--- src/rtl/onehot_rr_arbiter_if.sv ---
// Request/grant bundle between the request sources, the round-robin arbiter
// and the downstream consumer/encoder.
interface onehot_rr_arbiter_if;
    logic [7:0] req;
    logic       ready;
    logic [7:0] grant;
    logic [2:0] code;
    logic       valid;

    modport master (
        input  req,
        input  ready,
        output grant,
        output code,
        output valid
    );

    modport slave (
        output req,
        output ready,
        input  grant,
        input  code,
        input  valid
    );
endinterface

--- src/rtl/onehot_rr_arbiter.sv ---
// Eight-source round-robin arbiter: collects requests into a pending register
// and presents one registered one-hot grant at a time over valid/ready.
module onehot_rr_arbiter (
    input  logic                       clk,
    input  logic                       rst,
    onehot_rr_arbiter_if.master        bus,
    input  logic                       clr_ovf,
    output logic [7:0]                 pending,
    output logic                       ovf
);

    logic [7:0] pending_q, pending_d;
    logic [7:0] grant_q, grant_d;
    logic [2:0] code_q, code_d;
    logic       valid_q, valid_d;
    logic [2:0] ptr_q, ptr_d;
    logic       ovf_q, ovf_d;

    logic       acc;
    logic       load;
    logic [7:0] acc_mask;
    logic [7:0] cand;
    logic       found;
    logic [2:0] sel;
    logic [2:0] idx;

    always_comb begin
        acc      = valid_q && bus.ready;
        acc_mask = acc ? grant_q : 8'h00;
        cand     = pending_q & ~acc_mask;
        load     = !valid_q || acc;

        // Set wins over both the acceptance clear and the overflow clear.
        pending_d = cand | bus.req;
        ovf_d     = (|(bus.req & cand)) | (ovf_q & ~clr_ovf);

        found = 1'b0;
        sel   = '0;
        idx   = '0;
        for (int unsigned i = 1; i <= 8; i++) begin
            idx = ptr_q + 3'(i);
            if (!found && cand[idx]) begin
                found = 1'b1;
                sel   = idx;
            end
        end

        grant_d = grant_q;
        code_d  = code_q;
        valid_d = valid_q;
        ptr_d   = ptr_q;
        if (load) begin
            if (found) begin
                grant_d = 8'b1 << sel;
                code_d  = sel;
                valid_d = 1'b1;
                ptr_d   = sel;
            end else begin
                grant_d = '0;
                code_d  = '0;
                valid_d = 1'b0;
            end
        end
    end

    always_ff @(posedge clk) begin
        if (rst) begin
            pending_q <= '0;
            grant_q   <= '0;
            code_q    <= '0;
            valid_q   <= 1'b0;
            ptr_q     <= 3'd7;
            ovf_q     <= 1'b0;
        end else begin
            pending_q <= pending_d;
            grant_q   <= grant_d;
            code_q    <= code_d;
            valid_q   <= valid_d;
            ptr_q     <= ptr_d;
            ovf_q     <= ovf_d;
        end
    end

    assign bus.grant = grant_q;
    assign bus.code  = code_q;
    assign bus.valid = valid_q;
    assign pending   = pending_q;
    assign ovf       = ovf_q;

endmodule

--- src/flat_wrapper.sv ---
// flat-port wrapper written by rule: the top's interface ports become plain ports
module onehot_rr_arbiter_flat 
  (clk, rst, clr_ovf, pending, ovf, bus_req, bus_ready, bus_grant, bus_code, bus_valid);
  onehot_rr_arbiter_if bus_i ();
  input  logic clk;
  input  logic rst;
  input  logic clr_ovf;
  output logic [7:0] pending;
  output logic ovf;
  input wire logic [$bits(bus_i.req)-1:0] bus_req;
  input wire logic [$bits(bus_i.ready)-1:0] bus_ready;
  output wire logic [$bits(bus_i.grant)-1:0] bus_grant;
  output wire logic [$bits(bus_i.code)-1:0] bus_code;
  output wire logic [$bits(bus_i.valid)-1:0] bus_valid;
  assign bus_i.req = bus_req;
  assign bus_i.ready = bus_ready;
  assign bus_grant = bus_i.grant;
  assign bus_code = bus_i.code;
  assign bus_valid = bus_i.valid;
  onehot_rr_arbiter u_core (.clk(clk), .rst(rst), .bus(bus_i), .clr_ovf(clr_ovf), .pending(pending), .ovf(ovf));
endmodule
--- config.mk ---
export PLATFORM = sky130hd
export DESIGN_NAME = onehot_rr_arbiter_flat
export DESIGN_NICKNAME = d
export VERILOG_FILES = /design/src/rtl/onehot_rr_arbiter_if.sv /design/src/rtl/onehot_rr_arbiter.sv /design/src/flat_wrapper.sv
export SDC_FILE = /design/constraint.sdc
export NUM_CORES = 1
export LEC_CHECK = 0
export CORE_MARGIN = 2
export CORE_UTILIZATION = 40
export CTS_CLUSTER_SIZE = 25
export DETAILED_ROUTE_END_ITERATION = 7
export DONT_BUFFER_PORTS = 1
export PLACE_DENSITY = 0.58
export SETUP_SLACK_MARGIN = 0.3
export SLEW_MARGIN = 30
export SYNTH_ARGS = -nofsm -noshare
export SYNTH_HDL_FRONTEND = slang
export SYNTH_SLANG_ARGS = --single-unit
--- constraint.sdc ---
create_clock -name clk -period 4.4 [get_ports clk]
set_clock_uncertainty 0.15 [all_clocks]
set_input_delay 1.1 -clock clk [delete_from_list [all_inputs] [get_ports clk]]
set_output_delay 1.1 -clock clk [all_outputs]
set_load 0.01 [all_outputs]
Word level (Yosys, flattened, before mapping):

Index checks and enable logic that the tools add are counted.

* reductions and logical operators: 19
* shift-type cells: 1
* add/sub/neg operators: 7
* bitwise logic cells: 7
* magnitude comparators: 8
* mux-type cells: 36

Operators by type and width (count)
* 3-bit by 4-bit < comparator with 1-bit output (second input constant): 8
* 3-bit 2-to-1 mux: 9
* 1-bit binary-select mux with 3-bit select: 8
* 1-bit 2-to-1 mux: 17
* 8-bit bitwise AND: 2
* 8-bit 2-to-1 mux: 2
* 3-bit adder (second input constant): 4
* 1-bit logical AND: 8
* 1-bit logical NOT: 8
* 8-bit inverter: 1
* 8-bit bitwise OR: 1
* 8-bit OR reduction: 1
* 1-bit by 3-bit << shifter with 8-bit output (first input constant): 1
* 3-bit by 2-bit adder with 3-bit output (second input constant): 2
* 3-bit by 1-bit adder with 3-bit output (second input constant): 1
* 2-bit AND reduction: 1
* 1-bit bitwise AND: 1
* 1-bit logical OR: 1
* 1-bit inverter: 1
* 1-bit bitwise OR: 1

* output and inout bits: 21
* bits in registers: 24
* bits of input ports: 12

Longest topological paths before layout:

Gate-level depths: netlist (run 1).

* depth in word-level cells: 30
* depth in mapped cells: 13
* depth with buffers taken out: 11

Least setup slack after synthesis (run 1):

OpenSTA, ideal clock, no wires.

* path type: in2reg
* start: input bus_ready
* end: register u_core.grant_q[0], in the netlist u_core.bus.grant[0]
* setup time: 62 ps
* path slack: 822 ps
* path buffers: 0
* required time: 4188 ps
* arrival time: 3366 ps
* stages: 9
* path through: nand3_1 -> and2_1 -> mux2_1 -> mux4_2 -> mux2i_1 -> a22o_1 -> a221o_1 -> a22oi_4 -> a32o_1

* longest elaborated chain between the ends: 30
* elaborated cells between the ends (all ways): 53
* classes of those cells: 1 x shift; 34 x mux; 2 x bitwise; 16 x reduce/logical

Ends and longest elaborated chain
* from (decl): RTL line flat_wrapper.sv:11 `input wire logic [$bits(bus_i.ready)-1:0] bus_ready;`
* 1-bit logical AND (*): RTL line onehot_rr_arbiter.sv:28 `acc = valid_q && bus.ready;`
* 8-bit 2-to-1 mux: RTL line onehot_rr_arbiter.sv:29 `acc_mask = acc ? grant_q : 8'h00;`
* 8-bit inverter: RTL line onehot_rr_arbiter.sv:30 `cand = pending_q & ~acc_mask;`
* 8-bit bitwise AND: RTL line onehot_rr_arbiter.sv:30
* 1-bit binary-select mux with 3-bit select: RTL line onehot_rr_arbiter.sv:42 `if (!found && cand[idx]) begin`
* 1-bit 2-to-1 mux (not written as such): RTL line onehot_rr_arbiter.sv:42
* 1-bit 2-to-1 mux: RTL line onehot_rr_arbiter.sv:42
* 1-bit logical NOT: RTL line onehot_rr_arbiter.sv:42
* [14 not listed]
* 1-bit logical NOT: RTL line onehot_rr_arbiter.sv:42
* 1-bit logical AND: RTL line onehot_rr_arbiter.sv:42
* 1-bit 2-to-1 mux: RTL line onehot_rr_arbiter.sv:42
* 1-bit logical NOT: RTL line onehot_rr_arbiter.sv:42
* 1-bit logical AND: RTL line onehot_rr_arbiter.sv:42
* 3-bit 2-to-1 mux: RTL line onehot_rr_arbiter.sv:42
* 1-bit by 3-bit << shifter with 8-bit output: RTL line onehot_rr_arbiter.sv:54 `grant_d = 8'b1 << sel;`
* 8-bit 2-to-1 mux: RTL line onehot_rr_arbiter.sv:53 `if (found) begin`
* to (signal assigned): RTL line onehot_rr_arbiter.sv:76 `grant_q <= grant_d;`
* to (decl): RTL line onehot_rr_arbiter.sv:13 `logic [7:0] grant_q, grant_d;`

Every way passes the cells marked *; elsewhere a longest branch is shown, timed or not. The select of a mux whose other input is x is not followed.
A chain may end at the register's enable or synchronous reset.

Final worst setup path (run 1):

* start: input bus_ready
* end: register u_core.grant_q[1], in the netlist u_core.bus.grant[1]

Same word-level chain as after synthesis.

==> results.toml, run 1 <==
[route]
vias = 2030
antenna_left = 0
drcViolationCount = 0
first_pass_iters = 4
via_per_inst = 6.25
drt-initial-drc-count = 154
finalWirelength_um = 6110
wl_per_cell_um = 18.8

[grt]
antenna_found_initial = 0
grt_max_degree = 23
grt_first_pass_wirelength_um = 9920
grt.overflow.total = 0
track_usage_pct = 23.3
grt_pass1_vias = 1865

[clock_network]
clock-sinks = 24
hold_buffers = 0
ctsHtreeMaxLevel = 1
cts_tree = "done"
cts_setup_buffers = 0
cts-root-buf = "clkbuf_8"
cts_buffers = 3
clk_path_buf_depth = 2
clk_pin_slew_worst_paths_ps = 90
clock_latency_ps = 270
post_cts_resized = 0

[floorplan]
ioPinCount = 33
die_w_um = 74.5
die_h_um = 74.5
initial_core_util_pct = 41.8
core_sq_mm = 0.00475
rows = 25
die-area_sq_mm = 0.00555

[synth]
synth_edf_count = 0
seq_area_frac_synth_pct = 24.2
synthSimpleGateAreaFrac_pct = 28.5
async_reset_ff_share_pct = 0
ys_types = 58
synth_xor_area_share_pct = 1.64
synth_seq_cells = 24
synth_top_area_share_pct = 24.2
ys.flop_type = "dfxtp_1"
synth_area_leaders = "dfxtp_1 (24%), nand2_1 (5.7%), nor2_1 (5.5%)"
yosysTopAreaCell = "dfxtp_1"
synth_nets = 271
synth.area.mux_share_pct = 9.13
synth_compound_area_share_pct = 30.8
synth_top_family_by_area = "compound AO/OA/AOI/OAI gates"
ys_warn_count = 0
synth_cells = 257
synth_adder_area_share_pct = 1.26
postSynthAreaPerCell_sq_um = 7.73
syn_area_sq_mm = 0.00199

[worst_setup_path]
path_max_fanout = 14
crit_path_end_kind = "flop"
cp.required_ps = 4460
worstSetupPathType = "in2reg"
reg2reg_slack_ps = 690
start_kind = "primary input"
worstPathArrival_ps = 3780

[sta]
drv_slew = 0
worst_slack_ps = 686
hold_ws_ps = 344
finalSetupTns_ps = 0
fmax_mhz = 269
rsz0062_at_grt = "no"
finalCritPeriodShare_pct = 84.4
fin_crit_ps = 3710
max-slew-margin-rel_pct = 54.3
hold_viol = 0
worst_pin_slew_ps = 685
finalSetupViolCount = 0

[cells_and_area]
antenna_cells = 0
nFillCells = 515
final_area_sq_mm = 0.00215
post_route_cells_drive_above_1_share_pct = 10.9
num-nets-final = 273
area_growth_pct = 8.44

[min_path]
hp-class = "reg2reg"

[job]
maxCapViolCount = 0

[power]
p_leak_uw = 0.000813
power_uw = 1960
vdd_drop_max_mv = 0.340
cellPowerDensity_mw_per_mm2 = 911

[placed_design]
place_hpwl_um = 4710
dp_slack_ps = 468
portBuffers = 0
place_area_sq_mm = 0.00208
gp_congestion = 0.885

[status]
outcome = "completed"
## metal layers
metal	up-vias	track usage (%)	share of wire, %	routed length [um]
li1	981	-	-	-
met1	968	32.5	45	2740
met2	77	36.6	46	2790
met3	4	5.01	8.5	521
met4	0	5.95	0.98	60
met5	-	0	0	0
## critical path: stages
cell,delay [ps]
nand3_1,150
and2_1,290
mux2_1,340
mux4_2,590
mux2i_1,160
a22o_1,200
a221o_1,370
a22oi_4,360
a32o_1,220
## flip-flops by register name, indices dropped and copies added (netlist names)
register	flops
u_core.bus.grant	8
u_core.pending	8
u_core.bus.code	3
u_core.ptr_q	3
u_core.bus.valid	1
u_core.ovf	1
## synthesized netlist by cell type (3+ instances only)
library cell / instances
nand3_1: 18
a32o_1: 8
nor2b_1: 6
nand2_1: 30
nand2b_1: 7
inv_1: 6
mux2i_1: 8
o21ai_0: 11
dfxtp_1: 24
mux4_2: 3
o22ai_1: 3
and2_1: 7
a21oi_1: 9
a221o_1: 3
o221ai_1: 4
nor2_1: 29
clkbuf_1: 6
a32oi_1: 7
buf_2: 5
and3_1: 9
o21ai_1: 6
## worst paths after layout
path | from | end | depth (start not counted)
min | u_core.bus.code[1] | u_core.bus.code[1] | 2
max reg2reg | u_core.ptr_q[0] | u_core.bus.grant[3] | 11
max | bus_ready | u_core.bus.grant[1] | 9
min reg2reg | u_core.bus.code[1] | u_core.bus.code[1] | 2
## logic make-up after synthesis
family,after synthesis
muxes,14
DFF,24
AOI/OAI and AO/OA,78
buffers and inverters,21
xor gates and xnor gates,2
adders and majority gates,2
and+or+nand+nor,116
## cells in the final DEF, fill, tap and decap left out, drive strengths merged, types with 3 or more instances in the layout
| cell | Yosys | routed |
|---|---|---|
| mux4 | 3 | 3 |
| clkbuf | 6 | 3 |
| inv | 7 | 7 |
| nand3 | 19 | 19 |
| nand2 | 30 | 30 |
| nor2b | 6 | 6 |
| a32oi | 7 | 7 |
| nor2 | 29 | 29 |
| o21ai | 17 | 17 |
| a32o | 8 | 8 |
| a221o | 3 | 3 |
| mux2i | 8 | 8 |
| and2 | 7 | 7 |
| nand2b | 7 | 7 |
| o221ai | 4 | 4 |
| a21oi | 9 | 9 |
| dfxtp | 24 | 24 |
| o22ai | 3 | 3 |
| and3 | 10 | 10 |
| o32ai | 3 | 3 |
| buf | 6 | 9 |
| mux2 | 3 | 3 |
## area by class of cell
cell class | instances | area (sq um) | share of cell area [%]
Multi-Input combinational cell | 212 | 1420 | 65.8
Timing Repair Buffer | 9 | 67.6 | 3.14
Clock buffer | 3 | 41.3 | 1.92
Inverter | 9 | 33.8 | 1.57
Tap cell | 67 | 83.8 | 3.89
Clock inverter | 1 | 30.0 | 1.39
Sequential cell | 24 | 480 | 22.3
## metrics by stage
stage | cells | util (%)
after floorplan | 257 | -
after global placement | 321 | 43.8
after detailed placement | 321 | 43.8
after CTS | 325 | 45.3
after global routing | 325 | 45.3
final | 325 | 45.3
## power by group
part           switching [uW]  total (uW)  internal [uW]
clock                    72.7         194            122
sequential               90.7         364            273
combinational             841        1400            563
(Power assumes the default switching activity.)
==> run 2: changes to the inputs <==
==> constraint.sdc (replaced) <==
create_clock -name clk -period 3.61 [get_ports clk]
set_clock_uncertainty 0.15 [all_clocks]
set_input_delay 0.9025 -clock clk [delete_from_list [all_inputs] [get_ports clk]]
set_output_delay 0.9025 -clock clk [all_outputs]
set_load 0.01 [all_outputs]
==> results.toml, run 2 (synthesis gave the netlist of run 1 again) <==
[status]
outcome = "completed"

[worst_setup_path]
worstReg2RegStart = "u_core.ptr_q[1]"
cp.required_ps = 3630
worstSetupPathType = "in2reg"
reg2reg_slack_ps = 380
worst_path_max_delay_cell = "mux4_2"
critPathMaxStageDelay_ps = 510
start_kind = "primary input"
r2r_cells = 10
rr_endpoint = "u_core.bus.code[2]"
crit_path_end_kind = "flop"
worstPathArrival_ps = 3260
path_cells = "nand3_1, buf_4, a32o_1, mux4_2, a32oi_1, o21ai_1, a41o_1, a32o_2, a211o_1"
path_max_fanout = 14

[sta]
rsz0062_at_grt = "yes"
fin_crit_ps = 3240
worst_slack_ps = 373
hold_viol = 0
worst_pin_slew_ps = 645
finalSetupViolCount = 0
drv_slew = 0
finalSetupTns_ps = 0
finalCritPeriodShare_pct = 89.7
fmax_mhz = 309
max-slew-margin-rel_pct = 56.9

[grt]
busiest_layer = "met2"
grt_first_pass_wirelength_um = 10600
grtUsageMet3_pct = 6.23
track_usage_pct = 25.0
grtUsageMet1_pct = 34.8
grt_pass1_vias = 2000
grt_max_degree = 24
grt.overflow.total = 0
use_met2_pct = 37.8
antenna_found_initial = 0

[route]
first_pass_iters = 5
drt-initial-drc-count = 211
drcViolationCount = 0
vias = 2120
finalWirelength_um = 6520
via_per_inst = 6.37
wl_per_cell_um = 19.6
antenna_left = 0

[placed_design]
portBuffers = 0
gp_congestion = 0.999
dp_slack_ps = 88.6
place_area_sq_mm = 0.00215
place_hpwl_um = 4820

[clock_network]
ctsHtreeMaxLevel = 1
hold_buffers = 0
clock_latency_ps = 280
cts_buffers = 3
cts-root-buf = "clkbuf_8"
clk_path_buf_depth = 2
cts_tree = "done"
clock-sinks = 24
clk_pin_slew_worst_paths_ps = 100

[min_path]
hold_depth = 2
hold_end = "u_core.bus.code[1]"
hold_start = "u_core.bus.code[1]"
hp-class = "reg2reg"

[cells_and_area]
nFillCells = 513
antenna_cells = 0
mostFrequentLayoutCell = "nand2_1"
fin_util_pct = 49.2
multi_input_area_sq_mm = 0.00154
num-nets-final = 281
layout_common_cells = "nand2_1 (30), nor2_1 (28), dfxtp_1 (22), nand3_1 (17), buf_4 (16)"
final_area_sq_mm = 0.00234
post_route_cells_drive_above_1_share_pct = 21.1
regArea_sq_um = 483
area_growth_pct = 17.7

[power]
p_leak_uw = 0.000879
vdd_drop_max_mv = 0.641
cellPowerDensity_mw_per_mm2 = 1160

[floorplan]
die-area_sq_mm = 0.00555
rows = 25
ioPinCount = 33
initial_core_util_pct = 41.8
core_sq_mm = 0.00475
die_w_um = 74.5
die_h_um = 74.5

[job]
maxCapViolCount = 0
run 2: cell count changes in the layout (fill, tap and decap cells not counted), sizes merged:
| cell | change |
|---|---|
| a22oi | +1 |
| buf | +7 |
| clkinv | -2 |
| inv | +2 |
run 2: area by class of cell:
cell class / instances / area share [%]
clock inverters: 1 / 1.28
repair buffers: 16 / 5.14
inverters: 9 / 1.55
clock buffers: 3 / 1.77
well taps: 67 / 3.58
multi-input cells: 213 / 66.0
flip-flops and latches: 24 / 20.7
run 2: layer usage:
layer,share of wire (%),vias up
li1,-,1000
met1,45,1002
met2,45,108
met3,8.4,10
met4,1.7,0
met5,0,-
run 2: timing repair:
| item | in CTS | in global routing |
|---|---|---|
| gates cloned | 1 | 0 |
| pin swaps | 2 | 9 |
| endpoints found under the hold margin | 0 | 0 |
| endpoints found under the setup margin | 14 | 14 |
| resized for setup | 3 | 19 |
| buffers inserted | 1 | 2 |
run 2: how the worst max path moves through the flow:
| stage | startpoint | endpoint | slack [ps] | cells after the start |
|---|---|---|---|---|
| global route | u_core.ptr_q[0] | u_core.bus.grant[0] | 280 | 10 |
| detailed placement | bus_ready | u_core.bus.grant[3] | 90 | 9 |
| floorplan | bus_ready | u_core.bus.grant[0] | 310 | 9 |
| global placement | bus_ready | u_core.bus.grant[2] | 110 | 9 |
| CTS | u_core.ptr_q[1] | u_core.ptr_q[2] | 310 | 10 |
| finish | bus_ready | u_core.ptr_q[0] | 370 | 9 |
run 2: worst max-delay path, delay by kind of cell:
kind / cells / cell delay (ps)
AO/OA/AOI/OAI: 6 / 1540
buffers and inverters: 1 / 190
multiplexers: 1 / 510
AND/OR/NAND/NOR: 1 / 120
run 2: report_power, final:
part           internal, uW  total (uW)  switching (uW)
clock                   149         249             101
sequential              335         434            98.7
combinational           853        2040            1190
total                  1340        2720            1390
run 2: per-stage QoR:
stage               cells  hold slack (ps)  total power (uW)
finish                333              348              2720
CTS                   331              348              2530
floorplan             257              313              1750
detailed placement    325              336              2180
global route          333              359              2890
global placement      325              334              2190
==> run 3: changes to the inputs <==
--- a/config.mk
+++ b/config.mk
@@ -5,6 +5,7 @@
 export SDC_FILE = /design/constraint.sdc
 export NUM_CORES = 1
 export LEC_CHECK = 0
+export ABC_CLOCK_PERIOD_IN_PS = 3610
 export CORE_MARGIN = 2
 export CORE_UTILIZATION = 40
 export CTS_CLUSTER_SIZE = 25
==> results of run 3 <==
Final layout, timing and power as in run 2 (identical DEF).
